**src/rtl/itch_msg_framer_pkg.sv**
```systemverilog
// Shared ITCH framing definitions: length-prefix size, message type codes and framer states.
package itch_msg_framer_pkg;

    localparam int ITCH_LEN_BYTES = 2;

    localparam logic [7:0] ITCH_TYPE_ADD_ORDER      = 8'h41;  // 'A'
    localparam logic [7:0] ITCH_TYPE_ORDER_DELETE   = 8'h44;  // 'D'
    localparam logic [7:0] ITCH_TYPE_ORDER_EXECUTED = 8'h45;  // 'E'
    localparam logic [7:0] ITCH_TYPE_SYSTEM_EVENT   = 8'h53;  // 'S'

    typedef enum logic [1:0] {
        LEN_HI,
        LEN_LO,
        BODY,
        DROP
    } itchFramerStateType;

endpackage

```
**src/rtl/itch_msg_framer.sv**
```systemverilog
// Splits a MoldUDP64 payload stream (2-byte BE length + body) into framed ITCH messages
// with start/end markers, type, length, error pulse and a completed-message count.
module itch_msg_framer
    import itch_msg_framer_pkg::*;
#(
    parameter int MAX_MSG_LEN  = 64,
    parameter int IDLE_TIMEOUT = 8
) (
    input  logic        clkIn,
    input  logic        rstIn,
    input  logic [7:0]  itchDataIn,
    input  logic        itchDataValidIn,
    output logic [7:0]  msgDataOut,
    output logic        msgValidOut,
    output logic        msgStartOut,
    output logic        msgEndOut,
    output logic [7:0]  msgTypeOut,
    output logic [15:0] msgLenOut,
    output logic        msgErrOut,
    output logic [31:0] msgCntOut
);

    localparam logic [15:0] MAX_LEN     = 16'(MAX_MSG_LEN);
    localparam logic [7:0]  TIMEOUT_VAL = 8'(IDLE_TIMEOUT);

    itchFramerStateType stateReg, stateNext;
    logic [7:0]  lenHiReg, lenHiNext;
    logic [15:0] remainingReg, remainingNext;
    logic [7:0]  idleTimerReg, idleTimerNext;

    logic [7:0]  dataNext;
    logic        validNext, startNext, endNext, errNext;
    logic [7:0]  typeNext;
    logic [15:0] lenOutNext;
    logic [31:0] cntNext;

    logic [15:0] lenWord;
    logic        timeoutHit;

    assign lenWord    = {lenHiReg, itchDataIn};
    // The timer only runs mid-message; a valid byte on the would-be timeout cycle wins.
    assign timeoutHit = (stateReg != LEN_HI) && !itchDataValidIn
                        && ((idleTimerReg + 8'd1) == TIMEOUT_VAL);

    always_comb begin
        stateNext     = stateReg;
        lenHiNext     = lenHiReg;
        remainingNext = remainingReg;
        idleTimerNext = idleTimerReg;
        dataNext      = msgDataOut;
        validNext     = 1'b0;
        startNext     = 1'b0;
        endNext       = 1'b0;
        errNext       = 1'b0;
        typeNext      = msgTypeOut;
        lenOutNext    = msgLenOut;
        cntNext       = msgCntOut;

        if (itchDataValidIn || stateReg == LEN_HI || timeoutHit) begin
            idleTimerNext = 8'd0;
        end else begin
            idleTimerNext = idleTimerReg + 8'd1;
        end

        unique case (stateReg)
            LEN_HI: begin
                if (itchDataValidIn) begin
                    lenHiNext = itchDataIn;
                    stateNext = LEN_LO;
                end
            end
            LEN_LO: begin
                if (itchDataValidIn) begin
                    if (lenWord == 16'd0) begin
                        errNext   = 1'b1;
                        stateNext = LEN_HI;
                    end else if (lenWord > MAX_LEN) begin
                        errNext       = 1'b1;
                        remainingNext = lenWord;
                        stateNext     = DROP;
                    end else begin
                        lenOutNext    = lenWord;
                        remainingNext = lenWord;
                        stateNext     = BODY;
                    end
                end else if (timeoutHit) begin
                    errNext   = 1'b1;
                    stateNext = LEN_HI;
                end
            end
            BODY: begin
                if (itchDataValidIn) begin
                    validNext     = 1'b1;
                    dataNext      = itchDataIn;
                    remainingNext = remainingReg - 16'd1;
                    // msgLenOut was latched with the accepted length, so equality marks byte one.
                    if (remainingReg == msgLenOut) begin
                        startNext = 1'b1;
                        typeNext  = itchDataIn;
                    end
                    if (remainingReg == 16'd1) begin
                        endNext   = 1'b1;
                        cntNext   = msgCntOut + 32'd1;
                        stateNext = LEN_HI;
                    end
                end else if (timeoutHit) begin
                    errNext   = 1'b1;
                    stateNext = LEN_HI;
                end
            end
            DROP: begin
                if (itchDataValidIn) begin
                    remainingNext = remainingReg - 16'd1;
                    if (remainingReg == 16'd1) begin
                        stateNext = LEN_HI;
                    end
                end else if (timeoutHit) begin
                    errNext   = 1'b1;
                    stateNext = LEN_HI;
                end
            end
            default: stateNext = LEN_HI;
        endcase
    end

    always_ff @(posedge clkIn) begin
        if (rstIn) begin
            stateReg     <= LEN_HI;
            lenHiReg     <= 8'd0;
            remainingReg <= 16'd0;
            idleTimerReg <= 8'd0;
            msgDataOut   <= 8'd0;
            msgValidOut  <= 1'b0;
            msgStartOut  <= 1'b0;
            msgEndOut    <= 1'b0;
            msgTypeOut   <= 8'd0;
            msgLenOut    <= 16'd0;
            msgErrOut    <= 1'b0;
            msgCntOut    <= 32'd0;
        end else begin
            stateReg     <= stateNext;
            lenHiReg     <= lenHiNext;
            remainingReg <= remainingNext;
            idleTimerReg <= idleTimerNext;
            msgDataOut   <= dataNext;
            msgValidOut  <= validNext;
            msgStartOut  <= startNext;
            msgEndOut    <= endNext;
            msgTypeOut   <= typeNext;
            msgLenOut    <= lenOutNext;
            msgErrOut    <= errNext;
            msgCntOut    <= cntNext;
        end
    end

endmodule

```
**config.mk**
```make
export PLATFORM = sky130hd
export DESIGN_NAME = itch_msg_framer
export DESIGN_NICKNAME = d
export VERILOG_FILES = /design/src/rtl/itch_msg_framer_pkg.sv /design/src/rtl/itch_msg_framer.sv
export SDC_FILE = /design/constraint.sdc
export NUM_CORES = 1
export LEC_CHECK = 0
export CAP_MARGIN = 0
export CORE_MARGIN = 2
export CORE_UTILIZATION = 30
export CTS_BUF_LIST = sky130_fd_sc_hd__clkbuf_4 sky130_fd_sc_hd__clkbuf_8
export DETAILED_ROUTE_END_ITERATION = 8
export PLACE_DENSITY = 0.47
export SLEW_MARGIN = 15
export SYNTH_ARGS = -nofsm -noshare
export SYNTH_HDL_FRONTEND = slang
export SYNTH_SLANG_ARGS = --single-unit
```
**constraint.sdc**
```tcl
create_clock -name clkIn -period 2.35 [get_ports clkIn]
set_input_delay 0.3525 -clock clkIn [delete_from_list [all_inputs] [get_ports clkIn]]
set_output_delay 0.3525 -clock clkIn [all_outputs]
set_load 0.005 [all_outputs]
```
==> results.ini, run 1 <==
[drt]
drtIter0Drc=321
drcViolationCount=0
firstDrtPassIters=5
avgViaCountPerCell=5.085
ant_nets=0
num_vias=4724
wl_per_cell_um=16.07
drt-total-wl_mm=14.93

[worst_setup_path]
rr_worst_depth=6
cp_slowest_cell=or4_1
cp_top_family=simple AND/OR/NAND/NOR gates
crit_chain=nor4_1 -> and3_1 -> buf_4 -> nand3_4 -> or4_1 -> a21oi_1
cp.required_ns=2.67
worstSetupPathType=flop to flop
worstSetupEndpointType=flop
path_max_fanout=6
cp.arrival_ns=2.47
start_kind=flop
critical_path_depth=6
slowest_delay_ns=0.48
cp.buffers_inverters=1

[run_status]
status=finished clean

[global_routing]
grtUsageTotal_pct=17.09
grt_use_met2_pct=27.01
grt_max_degree=64
grtUsageMet3_pct=3.061
grt_use_met1_pct=23.31
grt_pass1_wl_mm=24.17
grt_pass1_vias=4528
top_usage_layer=met2
antenna_found_initial=0
overflow=0

[worst_hold_path]
hp-class=input port to flop
min_path_cells=4

[floorplanning]
start_util_pct=30.60
dieWidth_um=133.8
fp.coreArea_mm2=0.01652
dieArea_mm2=0.01791
fp-row-count=47
boundaryPins=79
die_h_um=133.8

[timing]
drv_slew=0
fin_skew_ns=0.01918
finalSetupViolCount=0
worst_slew_pin_slew_ns=0.5395
hold_viol_final=0
whs_ns=0.4284
rsz0062_at_grt=no
post-route-period-util_pct=91.49
slew_headroom_pct=63.70
max_freq_mhz=465.1
final.min_clock_period_ns=2.150

[logic_synthesis]
synth_ff_type=dfxtp_1
synth_top_area_share_pct=40.39
synth_edf_count=0
synth-async-reset-ratio_pct=0
syn_area_mm2=0.005056
synth_cell_type_count=65
synthCells=602
synth_fp_nets=618
yosysTopAreaCell=dfxtp_1
synthTopCellsByArea=dfxtp_1, a21oi_1, nor2_1, mux2i_1, o21ai_0
synth-seq-cells=102
yosysWarningCount=0
avgSynthCellArea_um2=8.399
seq_area_frac_synth_pct=40.39

[cells_and_area]
antennaDiodeCount=0
final_nets=720
layout_commonest_cell=dfxtp_1
drive_gt1_share_pct=11.71
fill_cells=1672
syn2layout_area_growth_pct=28.73
final_cell_mix=dfxtp_1, clkdlybuf4s50_1, nor2_1
post-route-util_pct=39.39
fin_cells=929

[cts]
ctsHoldBuffers=0
cts_setup_buffers=0
htreeDepth=3
clk_path_buf_depth=2
path_clk_slew_ns=0.10
cts_resized=0
cts_root_buf=clkbuf_8
cts_tree=built
cts_made_buffers=9
cts_sinks=102
clk_latency_ns=0.39

[placement]
dp.cells=913
globalplace.congestion=0.8300
dp_hpwl_mm=11.05
port_buffers=78

[power_and_ir_drop]
leakage_uw=0.002247
powerDensity_mw_per_mm2=568.0
ir_drop_mv=0.2333

[job]
maxCapViolCount=0

## layout make-up
type | count | area (um^2) | share of cell area (%)
multi-input combinational | 453 | 2809 | 43.16
sequential | 102 | 2042 | 31.37
timing repair buffer | 126 | 1161 | 17.84
tap | 220 | 275.3 | 4.229
clock buffer | 10 | 131.4 | 2.018
clock inverter | 6 | 45.04 | 0.6920
inverter | 12 | 45.04 | 0.6920
## tightest hold or removal path, cell delays in order
cell and delay [ns]:
buf_2 0.13, nor2_1 0.05, o21ai_0 0.17, nor2_1 0.07
## metal layers
layer,wire length (um),vias up
li1,-,2368
met5,0,-
met2,6892,86
met4,262,0
met1,7083,2251
met3,691,19
## synthesized netlist by cell type (all sizes together) (6+ instances only)
cell,n
clkbuf,27
nor2,60
or3,21
nor4,17
mux2i,21
nand2,46
o21ai,40
nand4,17
dfxtp,102
xor2,14
a21oi,53
or4,6
inv,11
and2,13
nor3,12
and3,8
nand2b,9
nand3,24
xnor2,18
buf,8
nor2b,8
a31oi,6
## final timing paths
path	from	end	slack, ns
setup reg to reg	remainingReg[12]	msgCntOut[11]	0.20
hold / removal	rstIn	idleTimerReg[5]	0.43
hold reg to reg	msgDataOut[3]	msgDataOut[3]	0.46
setup / recovery	remainingReg[12]	msgCntOut[11]	0.20
## registers in the layout, summed over array words and instances, names as in the netlist
| name | cells |
|---|---|
| msgTypeOut | 8 |
| msgDataOut | 8 |
| msgErrOut | 1 |
| msgLenOut | 16 |
| lenHiReg | 8 |
| msgEndOut | 1 |
| msgValidOut | 1 |
| stateReg | 2 |
| idleTimerReg | 8 |
| remainingReg | 16 |
| msgStartOut | 1 |
| msgCntOut | 32 |
## cells by family (layout without fill, tap and decap cells)
logic type	after synthesis	count (layout)	synth area share, %
simple gates	263	263	28.98
compound gates	130	130	15.19
flops	102	102	40.39
buf+inv	47	154	4.058
xor+xnor	32	32	5.543
mux	23	23	4.603
fa+ha+maj	5	5	1.237
## through the flow
step	setup slack [ns]	total power (uW)	setup TNS (ns)	area [um^2]
global route	0.005426	3916	0	6509
global placement	0.005085	2662	0	6332
finish	0.2000	3697	0	6509
CTS	0.1830	3752	0	6509
floorplan	0.4151	2371	0	5056
detailed placement	-0.09300	2668	-0.6060	6332
## power breakdown
| part | total (uW) | internal, uW | switching [uW] |
|---|---|---|---|
| sequential | 1830 | 1780 | 58.4 |
| clock | 1070 | 404 | 668 |
| combinational | 792 | 324 | 468 |
No activity file was read; power rests on OpenSTA's default activity.
==> run 2: changes to the inputs <==
--- a/config.mk
+++ b/config.mk
@@ -11,6 +11,7 @@
 export CTS_BUF_LIST = sky130_fd_sc_hd__clkbuf_4 sky130_fd_sc_hd__clkbuf_8
 export DETAILED_ROUTE_END_ITERATION = 8
 export PLACE_DENSITY = 0.47
+export SKIP_CTS_REPAIR_TIMING = 1
 export SLEW_MARGIN = 15
 export SYNTH_ARGS = -nofsm -noshare
 export SYNTH_HDL_FRONTEND = slang
==> constraint.sdc (replaced) <==
create_clock -name clkIn -period 2.7 [get_ports clkIn]
set_input_delay 0.405 -clock clkIn [delete_from_list [all_inputs] [get_ports clkIn]]
set_output_delay 0.405 -clock clkIn [all_outputs]
set_load 0.005 [all_outputs]
==> results.ini, run 2 (synthesis results as in run 1) <==
[run_status]
status=finished clean  ; unchanged

[drt]
firstDrtPassIters=6  ; was 5
drtIter0Drc=377  ; was 321
drt-total-wl_mm=15.04  ; was 14.93 mm
wl_per_cell_um=16.49  ; was 16.07 um
avgViaCountPerCell=5.224  ; was 5.085
drcViolationCount=0  ; unchanged
num_vias=4764  ; was 4,724
ant_nets=0  ; unchanged

[worst_setup_path]
cp.required_ns=3.03  ; was 2.67 ns
worstSetupEndpointType=flop  ; unchanged
crit_chain=nand2_1 -> nor4_1 -> nand4_2 -> or3_1 -> a21oi_1  ; was nor4_1 -> and3_1 -> buf_4 -> nand3_4 -> or4_1 -> a21oi_1
critical_path_depth=5  ; was 6
cp_slowest_cell=dfxtp_1  ; was or4_1
rr_worst_depth=5  ; was 6
path_max_fanout=11  ; was 6
cp.arrival_ns=2.57  ; was 2.47 ns
slowest_delay_ns=0.56  ; was 0.48 ns
reg2reg_to=msgCntOut[25]  ; was msgCntOut[11]
critPathLaunch=stateReg[1]  ; was remainingReg[12]
worstSetupPathType=flop to flop  ; unchanged
endpoint=msgCntOut[25]  ; was msgCntOut[11]
r2r-start=stateReg[1]  ; was remainingReg[12]
cp.buffers_inverters=0  ; was 1
start_kind=flop  ; unchanged
worst-r2r-setup-slack_ns=0.46  ; was 0.20 ns
cp_top_family=simple AND/OR/NAND/NOR gates  ; unchanged

[cells_and_area]
fill_cells=1686  ; was 1,672
seq_area_mm2=0.002042  ; unchanged
drive_gt1_share_pct=9.538  ; was 11.71%
largest_reg_flops=32  ; unchanged
postLayoutCellArea_mm2=0.006369  ; was 0.006509 mm^2
syn2layout_area_growth_pct=25.96  ; was 28.73%
antennaDiodeCount=0  ; unchanged
reg.largest.list=msgCntOut x32, msgLenOut x16, remainingReg x16  ; unchanged
post-route-util_pct=38.54  ; was 39.39%
final_cell_mix=dfxtp_1, clkdlybuf4s50_1, nor2_1  ; unchanged
multiInputGateArea_mm2=0.002809  ; unchanged
final_nets=703  ; was 720
layout_commonest_cell=dfxtp_1  ; unchanged
max_flop_register=msgCntOut  ; unchanged

[cts]
cts_root_buf=clkbuf_8  ; unchanged
cts_sinks=102  ; unchanged
cts_tree=built  ; unchanged
clk_latency_ns=0.40  ; was 0.39 ns
clk_path_buf_depth=2  ; unchanged
path_clk_slew_ns=0.11  ; was 0.10 ns
cts_made_buffers=9  ; unchanged
htreeDepth=3  ; unchanged

[power_and_ir_drop]
leakage_uw=0.002171  ; was 0.002247 uW
p_int_uw=2172  ; was 2504 uW
seq_power_share_pct=49.3  ; was 49.6%
p_total_uw=3254  ; was 3697 uW
combPwrFrac_pct=20.6  ; was 21.4%
powerDensity_mw_per_mm2=510.9  ; was 568.0 mW/mm^2
ir_drop_mv=0.2474  ; was 0.2333 mV
switching_share_pct=33.23  ; was 32.28%
netSwitchingPower_uw=1081  ; was 1194 uW
clock_power_share_pct=30.1  ; was 29.0%

[global_routing]
antenna_found_initial=0  ; unchanged
grt_pass1_vias=4307  ; was 4,528
grt_max_degree=39  ; was 64
grtUsageTotal_pct=16.66  ; was 17.09%
grt_pass1_wl_mm=23.37  ; was 24.17 mm
overflow=0  ; unchanged

[job]
maxCapViolCount=0  ; unchanged

[floorplanning]
dieWidth_um=133.8  ; unchanged
start_util_pct=30.60  ; unchanged
dieArea_mm2=0.01791  ; unchanged
die_h_um=133.8  ; unchanged
fp.coreArea_mm2=0.01652  ; unchanged
fp-row-count=47  ; unchanged
boundaryPins=79  ; unchanged

[timing]
setup-tns-final_ns=0  ; unchanged
final.min_clock_period_ns=2.244  ; was 2.150 ns
fin_skew_ns=0.02268  ; was 0.01918 ns
hold_viol_final=0  ; unchanged
rsz0062_at_grt=no  ; unchanged
drv_slew=0  ; unchanged
worst_slew_pin_slew_ns=0.5982  ; was 0.5395 ns
slew_headroom_pct=60.12  ; was 63.70%
finalSetupViolCount=0  ; unchanged
max_freq_mhz=445.6  ; was 465.1 MHz
post-route-period-util_pct=83.11  ; was 91.49%

[placement]
place_area_mm2=0.006180  ; was 0.006332 mm^2
globalplace.congestion=0.8083  ; was 0.8300
dp_hpwl_mm=10.94  ; was 11.05 mm
port_buffers=78  ; unchanged

[worst_hold_path]
hp-class=flop to flop  ; was input port to flop

-- run 2: changes by cell type in the layout (fill, tap and decap cells not counted), sizes merged --
cell      change
clkinv        +1
clkinvlp      -2
clkbuf        -1
buf          -17
inv           +2
-- run 2: through the flow --
| step | worst slack, ns | std cells | hold WS, ns |
|---|---|---|---|
| 2_1_floorplan | 0.7651 | 602 | 0.4361 |
| 3_3_place_gp | 0.2443 | 896 | 0.4504 |
| 3_5_place_dp | 0.1628 | 896 | 0.4499 |
| 4_1_cts | 0.4584 | 912 | 0.4661 |
| 5_1_grt | 0.2484 | 912 | 0.5001 |
| 6_report | 0.4560 | 912 | 0.4632 |
-- run 2: power groups by stage --
| stage | registers [uW] | logic (uW) | clock network [uW] |
|---|---|---|---|
| after floorplan | 1610 | 453 | 0 |
| after global placement | 1640 | 665 | 0 |
| after detailed placement | 1640 | 665 | 0 |
| after CTS | 1600 | 669 | 1010 |
| after global routing | 1610 | 727 | 1080 |
| final | 1600 | 672 | 980 |
-- run 2: final cells by class --
| type | count | share of cell area [%] |
|---|---|---|
| well taps | 220 | 4.322 |
| multi-input cells | 453 | 44.11 |
| repair buffers | 109 | 15.84 |
| clock inverters | 7 | 1.022 |
| flip-flops and latches | 102 | 32.06 |
| clock buffers | 9 | 1.945 |
| inverters | 12 | 0.7073 |
-- run 2: tightest hold or removal path: stages (launching register included) --
cell and delay (ns):
dfxtp_1 0.33, nand2_1 0.05, a21oi_1 0.05
-- run 2: worst min-delay path by stage --
| stage | startpoint | end | slack [ns] | cells past startpoint |
|---|---|---|---|---|
| 2_1_floorplan | idleTimerReg[0] | idleTimerReg[0] | 0.44 | 1 |
| 3_3_place_gp | msgDataOut[6] | msgDataOut[6] | 0.45 | 2 |
| 3_5_place_dp | msgDataOut[0] | msgDataOut[0] | 0.45 | 2 |
| 4_1_cts | msgDataOut[0] | msgDataOut[0] | 0.47 | 2 |
| 5_1_grt | msgDataOut[0] | msgDataOut[0] | 0.50 | 2 |
| 6_report | msgDataOut[0] | msgDataOut[0] | 0.46 | 2 |
-- run 2: layer usage --
layer / GRT usage (%) / vias to the layer above / share of wire (%)
met4: 5.792 / 0 / 2.1
met3: 3.817 / 16 / 4.8
met2: 26.47 / 129 / 46
met1: 22.26 / 2285 / 47
li1: - / 2334 / -
met5: 0 / - / 0
